[config.mk]
export PLATFORM = sky130hd
export DESIGN_NAME = ram_arbiter_flat
export DESIGN_NICKNAME = d
export VERILOG_FILES = /design/src/rtl/ram_arbiter_if.sv /design/src/rtl/ram_arbiter.sv /design/src/flat_wrapper.sv
export SDC_FILE = /design/constraint.sdc
export NUM_CORES = 1
export LEC_CHECK = 0
export ABC_AREA = 1
export CAP_MARGIN = 20
export CORE_MARGIN = 1.5
export CORE_UTILIZATION = 25
export DETAILED_ROUTE_END_ITERATION = 7
export PLACE_DENSITY = 0.58
export SETUP_SLACK_MARGIN = 0.3
export SLEW_MARGIN = 20
export SYNTH_ARGS = -nofsm -noshare
export SYNTH_HDL_FRONTEND = slang
export SYNTH_SLANG_ARGS = --single-unit
[constraint.sdc]
create_clock -name clk -period 1.84 [get_ports clk]
set_clock_uncertainty 0.1 [all_clocks]
set_input_delay 0.276 -clock clk [delete_from_list [all_inputs] [get_ports clk]]
set_output_delay 0.276 -clock clk [all_outputs]
set_load 0.02 [all_outputs]
[src/rtl/ram_arbiter_if.sv]
// Bus bundle between the two requesters, the arbiter and the single-port RAM.
// The slave modport is the arbiter's view; master is the requester/RAM side.
interface ram_arbiter_if #(
    parameter int unsigned AW = 8,
    parameter int unsigned DW = 16
);
    logic          req0;
    logic          req1;
    logic          we0;
    logic          we1;
    logic [AW-1:0] addr0;
    logic [AW-1:0] addr1;
    logic [DW-1:0] wdata0;
    logic [DW-1:0] wdata1;
    logic          gnt0;
    logic          gnt1;
    logic          rvalid0;
    logic          rvalid1;
    logic [DW-1:0] rdata0;
    logic [DW-1:0] rdata1;
    logic [AW-1:0] ram_addr;
    logic [DW-1:0] ram_din;
    logic          ram_write;
    logic [DW-1:0] ram_dout;

    modport slave (
        input  req0, req1, we0, we1, addr0, addr1, wdata0, wdata1, ram_dout,
        output gnt0, gnt1, rvalid0, rvalid1, rdata0, rdata1, ram_addr, ram_din, ram_write
    );

    modport master (
        output req0, req1, we0, we1, addr0, addr1, wdata0, wdata1, ram_dout,
        input  gnt0, gnt1, rvalid0, rvalid1, rdata0, rdata1, ram_addr, ram_din, ram_write
    );
endinterface

[src/rtl/ram_arbiter.sv]
// Shares one synchronous single-port RAM between a CPU port (0) and a debug/loader port (1).
// One access per grant; every output is registered.
module ram_arbiter #(
    parameter int unsigned AW        = 8,
    parameter int unsigned DW        = 16,
    parameter int unsigned PRIO_MODE = 0
) (
    input logic          clk,
    input logic          rst,
    ram_arbiter_if.slave bus
);

    typedef enum logic [1:0] {StIdle, StAccess, StResp} state_e;

    state_e state_q, state_d;

    logic          owner_q, owner_d;
    logic          last_grant_q, last_grant_d;
    logic          op_we_q, op_we_d;
    logic          gnt0_q, gnt0_d;
    logic          gnt1_q, gnt1_d;
    logic          rvalid0_q, rvalid0_d;
    logic          rvalid1_q, rvalid1_d;
    logic [DW-1:0] rdata0_q, rdata0_d;
    logic [DW-1:0] rdata1_q, rdata1_d;
    logic [AW-1:0] ram_addr_q, ram_addr_d;
    logic [DW-1:0] ram_din_q, ram_din_d;
    logic          ram_write_q, ram_write_d;

    logic          arb;
    logic          winner;
    logic          win_we;
    logic [AW-1:0] win_addr;
    logic [DW-1:0] win_wdata;

    // Arbitration is only legal in the two states that can launch an access.
    always_comb begin
        arb = ((state_q == StIdle) || (state_q == StResp)) && (bus.req0 || bus.req1);
        if (bus.req0 && bus.req1) begin
            winner = (PRIO_MODE != 0) ? 1'b0 : ~last_grant_q;
        end else begin
            winner = bus.req1;
        end
        win_we    = winner ? bus.we1    : bus.we0;
        win_addr  = winner ? bus.addr1  : bus.addr0;
        win_wdata = winner ? bus.wdata1 : bus.wdata0;
    end

    always_ff @(posedge clk or posedge rst) begin
        if (rst) begin
            state_q <= StIdle;
        end else begin
            state_q <= state_d;
        end
    end

    always_comb begin
        state_d = state_q;
        unique case (state_q)
            StIdle:   state_d = arb ? StAccess : StIdle;
            StAccess: state_d = StResp;
            StResp:   state_d = arb ? StAccess : StIdle;
            default:  state_d = StIdle;
        endcase
    end

    always_comb begin
        owner_d      = owner_q;
        last_grant_d = last_grant_q;
        op_we_d      = op_we_q;
        gnt0_d       = 1'b0;
        gnt1_d       = 1'b0;
        rvalid0_d    = 1'b0;
        rvalid1_d    = 1'b0;
        rdata0_d     = rdata0_q;
        rdata1_d     = rdata1_q;
        ram_addr_d   = ram_addr_q;
        ram_din_d    = ram_din_q;
        ram_write_d  = 1'b0;

        // Completion of the previous access; ram_dout holds its read result now.
        if (state_q == StResp) begin
            if (owner_q) begin
                rvalid1_d = 1'b1;
                if (!op_we_q) rdata1_d = bus.ram_dout;
            end else begin
                rvalid0_d = 1'b1;
                if (!op_we_q) rdata0_d = bus.ram_dout;
            end
        end

        if (arb) begin
            ram_addr_d   = win_addr;
            ram_din_d    = win_wdata;
            ram_write_d  = win_we;
            op_we_d      = win_we;
            owner_d      = winner;
            last_grant_d = winner;
            gnt0_d       = ~winner;
            gnt1_d       = winner;
        end
    end

    always_ff @(posedge clk or posedge rst) begin
        if (rst) begin
            owner_q      <= 1'b0;
            last_grant_q <= 1'b1;
            op_we_q      <= 1'b0;
            gnt0_q       <= 1'b0;
            gnt1_q       <= 1'b0;
            rvalid0_q    <= 1'b0;
            rvalid1_q    <= 1'b0;
            rdata0_q     <= '0;
            rdata1_q     <= '0;
            ram_addr_q   <= '0;
            ram_din_q    <= '0;
            ram_write_q  <= 1'b0;
        end else begin
            owner_q      <= owner_d;
            last_grant_q <= last_grant_d;
            op_we_q      <= op_we_d;
            gnt0_q       <= gnt0_d;
            gnt1_q       <= gnt1_d;
            rvalid0_q    <= rvalid0_d;
            rvalid1_q    <= rvalid1_d;
            rdata0_q     <= rdata0_d;
            rdata1_q     <= rdata1_d;
            ram_addr_q   <= ram_addr_d;
            ram_din_q    <= ram_din_d;
            ram_write_q  <= ram_write_d;
        end
    end

    assign bus.gnt0      = gnt0_q;
    assign bus.gnt1      = gnt1_q;
    assign bus.rvalid0   = rvalid0_q;
    assign bus.rvalid1   = rvalid1_q;
    assign bus.rdata0    = rdata0_q;
    assign bus.rdata1    = rdata1_q;
    assign bus.ram_addr  = ram_addr_q;
    assign bus.ram_din   = ram_din_q;
    assign bus.ram_write = ram_write_q;

    a_gnt_exclusive: assert property (@(posedge clk) disable iff (rst) !(gnt0_q && gnt1_q));
    a_rvalid_exclusive: assert property (@(posedge clk) disable iff (rst)
        !(rvalid0_q && rvalid1_q));
    a_write_in_access: assert property (@(posedge clk) disable iff (rst)
        ram_write_q |-> (state_q == StAccess));

endmodule
[src/flat_wrapper.sv]
// flat-port wrapper written by rule: the top's interface ports become plain ports
module ram_arbiter_flat 
#(
    parameter int unsigned AW        = 8,
    parameter int unsigned DW        = 16,
    parameter int unsigned PRIO_MODE = 0
)
  (clk, rst, bus_req0, bus_req1, bus_we0, bus_we1, bus_addr0, bus_addr1, bus_wdata0, bus_wdata1, bus_ram_dout, bus_gnt0, bus_gnt1, bus_rvalid0, bus_rvalid1, bus_rdata0, bus_rdata1, bus_ram_addr, bus_ram_din, bus_ram_write);
  ram_arbiter_if #(.AW(AW), .DW(DW)) bus_i ();
  input logic clk;
  input logic rst;
  input wire logic [$bits(bus_i.req0)-1:0] bus_req0;
  input wire logic [$bits(bus_i.req1)-1:0] bus_req1;
  input wire logic [$bits(bus_i.we0)-1:0] bus_we0;
  input wire logic [$bits(bus_i.we1)-1:0] bus_we1;
  input wire logic [$bits(bus_i.addr0)-1:0] bus_addr0;
  input wire logic [$bits(bus_i.addr1)-1:0] bus_addr1;
  input wire logic [$bits(bus_i.wdata0)-1:0] bus_wdata0;
  input wire logic [$bits(bus_i.wdata1)-1:0] bus_wdata1;
  input wire logic [$bits(bus_i.ram_dout)-1:0] bus_ram_dout;
  output wire logic [$bits(bus_i.gnt0)-1:0] bus_gnt0;
  output wire logic [$bits(bus_i.gnt1)-1:0] bus_gnt1;
  output wire logic [$bits(bus_i.rvalid0)-1:0] bus_rvalid0;
  output wire logic [$bits(bus_i.rvalid1)-1:0] bus_rvalid1;
  output wire logic [$bits(bus_i.rdata0)-1:0] bus_rdata0;
  output wire logic [$bits(bus_i.rdata1)-1:0] bus_rdata1;
  output wire logic [$bits(bus_i.ram_addr)-1:0] bus_ram_addr;
  output wire logic [$bits(bus_i.ram_din)-1:0] bus_ram_din;
  output wire logic [$bits(bus_i.ram_write)-1:0] bus_ram_write;
  assign bus_i.req0 = bus_req0;
  assign bus_i.req1 = bus_req1;
  assign bus_i.we0 = bus_we0;
  assign bus_i.we1 = bus_we1;
  assign bus_i.addr0 = bus_addr0;
  assign bus_i.addr1 = bus_addr1;
  assign bus_i.wdata0 = bus_wdata0;
  assign bus_i.wdata1 = bus_wdata1;
  assign bus_i.ram_dout = bus_ram_dout;
  assign bus_gnt0 = bus_i.gnt0;
  assign bus_gnt1 = bus_i.gnt1;
  assign bus_rvalid0 = bus_i.rvalid0;
  assign bus_rvalid1 = bus_i.rvalid1;
  assign bus_rdata0 = bus_i.rdata0;
  assign bus_rdata1 = bus_i.rdata1;
  assign bus_ram_addr = bus_i.ram_addr;
  assign bus_ram_din = bus_i.ram_din;
  assign bus_ram_write = bus_i.ram_write;
  ram_arbiter #(.AW(AW), .DW(DW), .PRIO_MODE(PRIO_MODE)) u_core (.clk(clk), .rst(rst), .bus(bus_i));
endmodule
Word-level counts from Yosys, hierarchy flattened
Index checks and enable logic that the tools add are counted.
- bitwise logic cells: 4
- reduce and logical (&&, ||, !) cells: 8
- mux-type cells: 13
- equal/unequal tests: 2
- operator list (kind ; number):
    $mux W16 ; 1
    $mux W1 ; 10
    $mux W8 ; 1
    $reduce_and A3 Y1 ; 2
    $not A1 Y1 ; 4
    $pmux W2 S2 ; 1
    $eq A2 B1 Y1 const B ; 1
    $eq A2 B2 Y1 const B ; 1
    $logic_and A1 B1 Y1 ; 2
    $logic_not A2 Y1 ; 1
    $logic_or A1 B1 Y1 ; 2
    $reduce_or A2 Y1 ; 1
- input bits: 70
- register bits: 66
- word-level logic and storage cells: 40
- output and inout bits: 61

Logic depth before layout (Yosys ltp)
- depth after elaboration: 5
- mapped depth: 6
- depth with buffers taken out: 5

Worst setup path after synthesis
Ideal clock, no wire load.
- path kind: flip-flop to flip-flop
- from: register u_core.op_we_q
- to: register u_core.rdata0_q[0], in the netlist u_core.bus.rdata0[0]
- slack: 552 ps
- data arrival time: 1071 ps
- required time: 1623 ps
- setup time: 117 ps
- buffers on the path: 1
- stages on the path, launching flop included: 6
- clock period less this slack: 1288 ps
- cells stage by stage: dfrtp_1 nor2_2 nand2_1 buf_2 nand2_1 nand2_1
- cells in the longest elaborated chain, start to end: 2
- ends and longest elaborated chain (item ; line ; text):
    start, declared ; ram_arbiter.sv:19 ; logic op_we_q, op_we_d;
    start signal, assigned ; ram_arbiter.sv:121 ; op_we_q <= op_we_d;
    $not A1 Y1 (no line) ; - ;
    $reduce_and A3 Y1 (no line) ; - ;
    end signal, assigned ; ram_arbiter.sv:126 ; rdata0_q <= rdata0_d;
    end, declared ; ram_arbiter.sv:24 ; logic [DW-1:0] rdata0_q, rdata0_d;
No other way between the ends.
A chain may end at the register's enable or synchronous reset.

Final worst setup path
- from: register u_core.op_we_q
- to: register u_core.rdata1_q[9], in the netlist u_core.bus.rdata1[9]
- cells in the longest elaborated chain, start to end: 2
- ends and longest elaborated chain (item ; line ; text):
    $not A1 Y1 (no line) ; - ;
    $reduce_and A3 Y1 (no line) ; - ;
    end signal, assigned ; ram_arbiter.sv:127 ; rdata1_q <= rdata1_d;
    end, declared ; ram_arbiter.sv:25 ; logic [DW-1:0] rdata1_q, rdata1_d;
No other way between the ends.

==> run summary <==
Slew HR - 0.720
CTS tree - built
initial antenna violation count - 0
Worst-Skew Late Latency - 0.32 ns
YS warnings - 0
share of cells above drive strength 1 - 0.0917
highest-delay cell along the critical path - dfrtp_1
Final #Nets - 512
worst slack, placed - -0.0404 ns
Clock Sinks - 66
Clock Pin Slew Worst Setup and Hold Paths - 0.06 ns
PwrDens - 1380 nW/µm²
worst path arrival time - 1.60 ns
crit-path leading delay family - simple AND/OR/NAND/NOR gates
post-synthesis sequential area ratio - 0.585
DR vias - 2752
setup_tns - 0 ns
Clock Tree Buf Depth - 2
Core ar. - 10900 µm²
crit-path cells - inv_2 > nand3_2 > nand2_1 > nand2_1
CTS root buffer - clkbuf_16
cell count after placement - 570
nature of the critical path endpoint - flop
initial DRC count - 96
Die Width - 109 µm
gr ovfl total - 0
non-filler cells, final - 587
commonest non-fill, non-tap cell in the layout - nand2_1
CP bufs+invs - 1
Tmin final - 1.50 ns
IO Port Bufs - 130
Slew Limit Fails - 0
top post-synthesis cells by area - dfrtp_1 58%, nand2_1 12%, nand3_1 12%, nand4_1 9.1%, buf_2 1.8%
CP max FO - 17
Mapped Cells - 310
Initial Utilization - 0.258
post-synth cell types - 19
Final period util - 0.815
H-tree depth - 3
die area - 11900 µm²
Yosys reg bits - 66
CP peak stage delay - 0.43 ns
Layout Utilization - 0.421
CTS buffer count - 9
setup ws final - 0.340 ns
Residual DRC - 0
detail-routed net length per standard cell - 14.8 µm
number of antenna diodes - 0
vias in the first global route - 2801
Vias/cell - 4.69
startpoint types - flop
critical path class - flop to flop
RSZ-0062 raised after global routing - yes
Die Y - 109 µm
I/O pin total - 131
gr usage total - 0.155
Critical Path Most Common Cell - nand2_1
area leader, netlist - dfrtp_1
count of final setup violators - 0
Post-Syn Nets - 380
Static Leak - 2.21 nW
Max Cap Viol - 0
ANT nets after route - 0
P&R area growth vs syn - 63.0%
hpwl dp - 6.21 mm
Fmax - 667 MHz
Peak VDD IR - 0.547 mV
Post-Route WL - 8.67 mm
worst-margin pin slew - 0.419 ns
hold buffers post-CTS - 0
syn avg cell area - 9.11 µm²
Yosys top cell area share - 0.576
Hold Violations, Final - 0
result of the run - complete, no violations
largest net degree at the start of global routing - 38
gpl congestion - 0.814
Critical Path RT - 1.94 ns
DR pass1 iterations - 5
first-pass GRT wire length - 14.1 mm
Synth Cell Area - 2820 µm²
commonest cells after routing, fill and taps aside - 92 x nand2_1, 69 x clkdlybuf4s50_1, 66 x nand3_1
Fillers - 1094
Hold WC Path Type - input pin to async pin
row count - 38
worst register-to-register path, delay by kind of cell, from the launching register on:
kind	cells	cell delay (ns)
buf+inv	1	0.27
flops	1	0.43
simple gates	3	0.58
where the power goes:
group          switching, W  total (W)  internal, W
Sequential         0.000280    0.00224      0.00196
Combinational       0.00137    0.00224     0.000876
Clock              0.000637    0.00186      0.00122
through the flow:
stage          instance area [µm²]  total power, W  hold slack (ns)
5_1_grt                       4600         0.00677            0.292
4_1_cts                       4590         0.00643            0.261
3_5_place_dp                  4330         0.00489            0.324
3_3_place_gp                  4330         0.00487            0.321
6_report                      4600         0.00634            0.261
2_1_floorplan                 2830         0.00349            0.303
final cells by class:
class                   instances  area [µm²]  area share
inverters                       8        36.3     0.00788
clock buffers                  10         239      0.0519
flip-flops and latches         66        1650       0.359
clock inverters                 6        90.1      0.0196
well taps                     140         175      0.0381
multi-input cells             215        1040       0.227
repair buffers                142        1370       0.297
worst paths after layout:
| kind | slack (ns) | start | endpoint | cells past startpoint |
|---|---|---|---|---|
| worst min-delay path | 0.26 | rst | u_core.bus.rdata0[8] | 3 |
| worst max-delay path | 0.34 | u_core.op_we_q | u_core.bus.rdata1[9] | 4 |
| min in group clk | 0.34 | u_core.state_q[1] | u_core.state_q[1] | 1 |
| worst min register to register | 0.34 | u_core.state_q[1] | u_core.state_q[1] | 1 |
| max in group asynchronous | 1.11 | rst | u_core.last_grant_q | 3 |
| worst max register to register | 0.34 | u_core.op_we_q | u_core.bus.rdata1[9] | 4 |
flip-flops by register name, indices dropped and copies added, names as in the netlist:
name and cells:
u_core.bus.ram_din 16, u_core.bus.rdata0 16, u_core.bus.rdata1 16, u_core.bus.ram_addr 8, u_core.state_q 2, u_core.bus.gnt0 1
u_core.bus.gnt1 1, u_core.bus.ram_write 1, u_core.bus.rvalid0 1, u_core.bus.rvalid1 1, u_core.last_grant_q 1, u_core.op_we_q 1
u_core.owner_q 1
kinds of logic (layout without fill, tap and decap cells):
family | Yosys count | in the layout | synth area share
AND/OR/NAND/NOR | 212 | 213 | 0.358
flip-flops | 66 | 66 | 0.585
buffers and inverters | 30 | 166 | 0.0496
AO/OA/AOI/OAI | 2 | 2 | 0.00753
Yosys cell counts:
| cell type | instances |
|---|---|
| inv_1 | 6 |
| buf_1 | 3 |
| inv_2 | 2 |
| o21ai_4 | 1 |
| nand3_1 | 66 |
| nand2_2 | 2 |
| clkbuf_1 | 6 |
| nor2_2 | 1 |
| buf_4 | 2 |
| dfstp_2 | 1 |
| nand3_2 | 1 |
| nand2_1 | 93 |
| buf_6 | 1 |
| nor2_4 | 2 |
| dfrtp_1 | 65 |
| o21ai_1 | 1 |
| nor2_1 | 6 |
| buf_2 | 10 |
| nand4_1 | 41 |
routing by layer:
layer | vias up | GRT usage | share of wire
met5 | - | 0 | 0
met4 | 0 | 0.0622 | 0.0092
met3 | 7 | 0.0538 | 0.086
met2 | 131 | 0.249 | 0.48
met1 | 1280 | 0.190 | 0.42
li1 | 1334 | - | -
timing repair:
action	4_1_cts	5_1_grt
buffers inserted	0	0
cloned	0	1
gates resized for setup	61	4
pin swaps	0	1
endpoints found under the setup margin	61	59
No activity file was read; power rests on OpenSTA's default activity.
==> edit 1, RTL diff (config.mk and constraints unchanged) <==
`AW` is set to 8 in 3 places; all go to 9.
--- a/src/rtl/ram_arbiter_if.sv
+++ b/src/rtl/ram_arbiter_if.sv
@@ -3,3 +3,3 @@
 interface ram_arbiter_if #(
-    parameter int unsigned AW = 8,
+    parameter int unsigned AW = 9,
     parameter int unsigned DW = 16
--- a/src/rtl/ram_arbiter.sv
+++ b/src/rtl/ram_arbiter.sv
@@ -3,3 +3,3 @@
 module ram_arbiter #(
-    parameter int unsigned AW        = 8,
+    parameter int unsigned AW        = 9,
     parameter int unsigned DW        = 16,
--- a/src/flat_wrapper.sv
+++ b/src/flat_wrapper.sv
@@ -3,3 +3,3 @@
 #(
-    parameter int unsigned AW        = 8,
+    parameter int unsigned AW        = 9,
     parameter int unsigned DW        = 16,
Ports: changed (resized bus_addr0, bus_addr1 and bus_ram_addr); port bits go from 131 to 134. The function was not compared with the original's and may differ.
==> edit 1 against the unedited design <==
  * Worst hold slack lost 66 ps
  * Sequential cell count rose by 1
  * Total power down 1.8%
  * Setup slack better by 77 ps
  * Final area is 4.7% higher
  * Wire length grew 0.13%
  * Critical path depth decreased by 3
  * Area after synthesis increased by 8.3%
  * Critical path type is now reg2out
  * Largest power group unchanged
  * Highest routed layer unchanged
==> edit 1: results (changes against the unedited design) <==
| Metric | Value |
|---|---|
| Status | complete, no violations |
| Met2 Wirelength | 3870 um (-7.1%) |
| Mapped Cells | 360 (+16%) |
| Post-synth cell types | 22 (+3) |
| Met3 WL | 863 um (+16%) |
| GP Congestion | 0.7639 (-6.2%) |
| Delay-heaviest family, CP | flip-flops |
| Clock Power Share | 0.272 (-0.022) |
| Hold Path Class | in2async |
| Arr. time, crit path | 1050 ps (-550 ps) |
| Total global-route track usage | 0.1391 (-0.01579) |
| Slowest-stage cell, CP | dfrtp_1 |
| Top FF cell, synth | dfrtp_1 |
| Met1 Resource Use GR | 0.1669 (-0.02296) |
| Met2 usage | 0.2277 (-0.02095) |
| Dpl hpwl | 6493 um (+4.5%) |
| Power share of the sequential group | 0.365 (+0.012) |
| Top post-synthesis cells by area | dfrtp_1, nand2_1, nand3_1, nand3b_1, nand4_1 |
| Share of the yosys chip area belonging to registers | 0.5485 (-0.03682) |
| Most instantiated cells after synthesis | nand2_1, dfrtp_1, nand3_1 |
| Max-slew headroom | 0.7319 (+0.01156) |
| Slowest stage delay, CP | 400 ps (-30 ps) |
| Power, Total | 0.006228 W (-1.8%) |
| Largest net degree at the start of global routing | 33 (-13%) |
| DRT iter0 DRCs | 89 (-7.3%) |
| Clock root cell | clkbuf_16 |
| Post-synth ARST share | 1.000 (unchanged) |
| DRT Pass-1 Iters | 4 (-1) |
| Routed vias | 2877 (+4.5%) |
| Total placed cells including tap cells | 635 (+11%) |
| Leak | 2.464 nW (+11%) |
| Grt met3 use | 0.06004 (+0.006247) |
| NumNets Final | 571 (+12%) |
| Top sig layer | met4 |
| Maximum VDD drop | 0.0004066 V (-26%) |
| Setup slack at placement | 109.8 ps (+150.3 ps) |
| Placed cell areas | 4601 um2 (+6.1%) |
| Met1 WL | 3878 um (+5.5%) |
| DR vias/cell | 4.419 (-5.7%) |
| WL/cell | 13.33 um (-9.7%) |
| Share of cells above drive strength 1 | 0.08135 (-0.01037) |
| Port buffer count | 133 (+2.3%) |
| Sw Pwr | 0.002274 W (-0.42%) |
| TritonCTS Buffers | 9 (unchanged) |
| Max Fanout on Critical Path | 2 (-15) |
| Post-Syn Nets | 432 (+14%) |
==> edit 1: kinds of logic after synthesis <==
group	synth area share
buf+inv	0.07566
simple gates	0.3673
compound gates	0.008587
flops	0.5485
==> edit 1: final cells by class <==
type	instances	area [um2]
fillers	1255	7143
repair buffers	148	1391
clock inverters	5	52.55
inverters	31	120.1
flip-flops and latches	67	1678
multi-input cells	242	1150
clock buffers	11	242.7
well taps	147	183.9
==> edit 1: worst paths after layout <==
check                                      start                     end  slack [ps]
setup / recovery           u_core.bus.ram_din[4]          bus_ram_din[4]         420
hold reg to reg                u_core.state_q[1]       u_core.state_q[1]         320
setup reg to reg               u_core.state_q[0]    u_core.bus.rdata1[9]         420
min in group clk               u_core.state_q[1]       u_core.state_q[1]         320
hold / removal                               rst  u_core.bus.ram_din[13]         190
max in group asynchronous                    rst    u_core.bus.rdata0[0]         960
==> edit 1: what timing repair did <==
action / CTS / global route
hold endpoints to repair: 0 / 0
endpoints found under the setup margin: 62 / 0
buffers inserted: 0 / 0
resized for setup: 62 / 0
==> edit 2, RTL diff (same settings) <==
Made on the original files. The 3 states of `state_e` get a one-hot encoding in 3 bits.
--- a/src/rtl/ram_arbiter.sv
+++ b/src/rtl/ram_arbiter.sv
@@ -12,3 +12,3 @@
 
-    typedef enum logic [1:0] {StIdle, StAccess, StResp} state_e;
+    typedef enum logic [2:0] {StIdle = 3'b001, StAccess = 3'b010, StResp = 3'b100} state_e;
 
Formal check against the unedited RTL: no difference found for any inputs over 10 cycles, from zero or initial values and one cycle with rst high; not proved beyond that.
==> edit 2 against the unedited design <==
  * Sequential power rose by 15%
  * Count of clock-buffer cells in the layout is 2 higher
  * Total power grew 24%
  * Fmax is 2.7% higher
  * Wire length up 1.2%
  * Combinational power grew 52%
  * Largest power group is now combinational cells
  * Sequential cell count rose by 1
  * Critical endpoint is now u_core.bus.rdata1[2]
  * Final cell count increased by 14%
  * Area after synthesis rose by 10%
  * Setup slack improved by 40 ps
  * Final area grew 6.1%
  * Highest routed layer unchanged
==> edit 2: results (changes against the unedited design) <==
| Metric | Value |
|---|---|
| Met1 WL | 4063 um (+11%) |
| Leak | 2.394 nW (+8.1%) |
| Total global-route track usage | 0.1397 (-0.01517) |
| Slowest stage delay, CP | 370 ps (-60 ps) |
| Top sig layer | met4 |
| First-pass GRT wire length | 14250 um (+0.98%) |
| Post-Route WL | 8768 um (+1.2%) |
| Antenna cell count | 0 (unchanged) |
| Slowest-stage cell, CP | dfstp_2 |
| Top post-synthesis cells by area | dfrtp_1, nand2_1, nand3b_1, o21ai_1, inv_1 |
| Reg2reg path depth | 6 (+2) |
| Max Fanout on Critical Path | 19 (+2) |
| Met3 WL | 852 um (+14%) |
| Post-synth ARST share | 1.000 (unchanged) |
| NumNets Final | 568 (+11%) |
| Syn Area/Cell | 8.462 um2 (-7.1%) |
| Reg2reg start | u_core.state_q[0] |
| Routed vias | 2857 (+3.8%) |
| R2r endpoint | u_core.bus.rdata1[2] |
| Share of cells above drive strength 1 | 0.07952 (-0.01220) |
| DRT Pass-1 Iters | 4 (-1) |
| Largest net degree at the start of global routing | 68 (+79%) |
| FF-to-FF setup slack | 380 ps (+40 ps) |
| Status | complete, no violations |
| Most instantiated cells after synthesis | nand2_1, dfrtp_1, inv_1 |
| Post-Syn Nets | 437 (+15%) |
| Share of the yosys chip area belonging to registers | 0.5407 (-0.04460) |
| Placed cell areas | 4627 um2 (+6.8%) |
| Final hold slack | 302.0 ps (+41.11 ps) |
| WL/cell | 13.07 um (-11%) |
| Worst-path clk slew | 60 ps (about the same) |
| Dpl hpwl | 6446 um (+3.7%) |
| Maximum VDD drop | 0.0004864 V (-11%) |
| Setup slack at placement | 167.0 ps (+207.4 ps) |
| Max-slew headroom | 0.7148 (-0.005603) |
| Vias in the first global route | 2821 (+0.71%) |
| H-tree levels | 3 (unchanged) |
| Hold Path Class | in2async |
| Post_cts resized | 61 (unchanged) |
| Post-synth cell types | 21 (+2) |
| Total placed cells including tap cells | 655 (+15%) |
| DRT iter0 DRCs | 170 (+77%) |
| Met2 Wirelength | 3765 um (-9.6%) |
| GP Congestion | 0.8312 (+2.1%) |
[edit 2: metal layers]
layer  vias up  global-route usage
li1       1434                   -
met1      1281              0.1892
met2       136              0.2080
met3         6             0.04976
met4         0             0.04500
met5         -                   0
[edit 2: where the power goes]
group | total (W) | internal, W | switching [W]
registers | 0.00257 | 0.00218 | 0.000396
clock network | 0.00187 | 0.00126 | 0.000613
logic | 0.00341 | 0.00129 | 0.00212
total | 0.00785 | 0.00473 | 0.00312
[edit 2: cells by family (layout without fill, tap and decap cells)]
logic type             after synthesis  in the layout  synth area share
and+or+nand+nor                    216            216            0.3288
buffers and inverters               56            192           0.08420
DFF                                 67             67            0.5407
AOI/OAI and AO/OA                   28             28           0.04633
[edit 2: worst max path at each step]
stage | startpoint | to | slack (ps) | depth (start not counted)
final | u_core.state_q[0] | u_core.bus.rdata1[2] | 380 | 6
after detailed placement | bus_req1 | u_core.bus.ram_din[1] | 170 | 7
after floorplan | u_core.state_q[0] | u_core.bus.ram_addr[6] | 520 | 6
after CTS | u_core.op_we_q | u_core.bus.rdata0[5] | 330 | 4
after global routing | u_core.state_q[0] | u_core.bus.rdata1[2] | 300 | 6
after global placement | bus_req1 | u_core.bus.ram_addr[2] | 190 | 7
[edit 2: critical path: cells and delay by family (launching register included)]
family                 cells  cell delay (ps)
flip-flops                 1              370
AND/OR/NAND/NOR            4              590
buffers and inverters      2              350
[edit 2: layout make-up]
class | instances | area, um2
fillers | 1198 | 7177
flip-flops and latches | 67 | 1679
repair buffers | 142 | 1365
multi-input cells | 244 | 1170
clock buffers | 12 | 256.5
well taps | 168 | 210.2
inverters | 34 | 131.4
clock inverters | 4 | 72.57
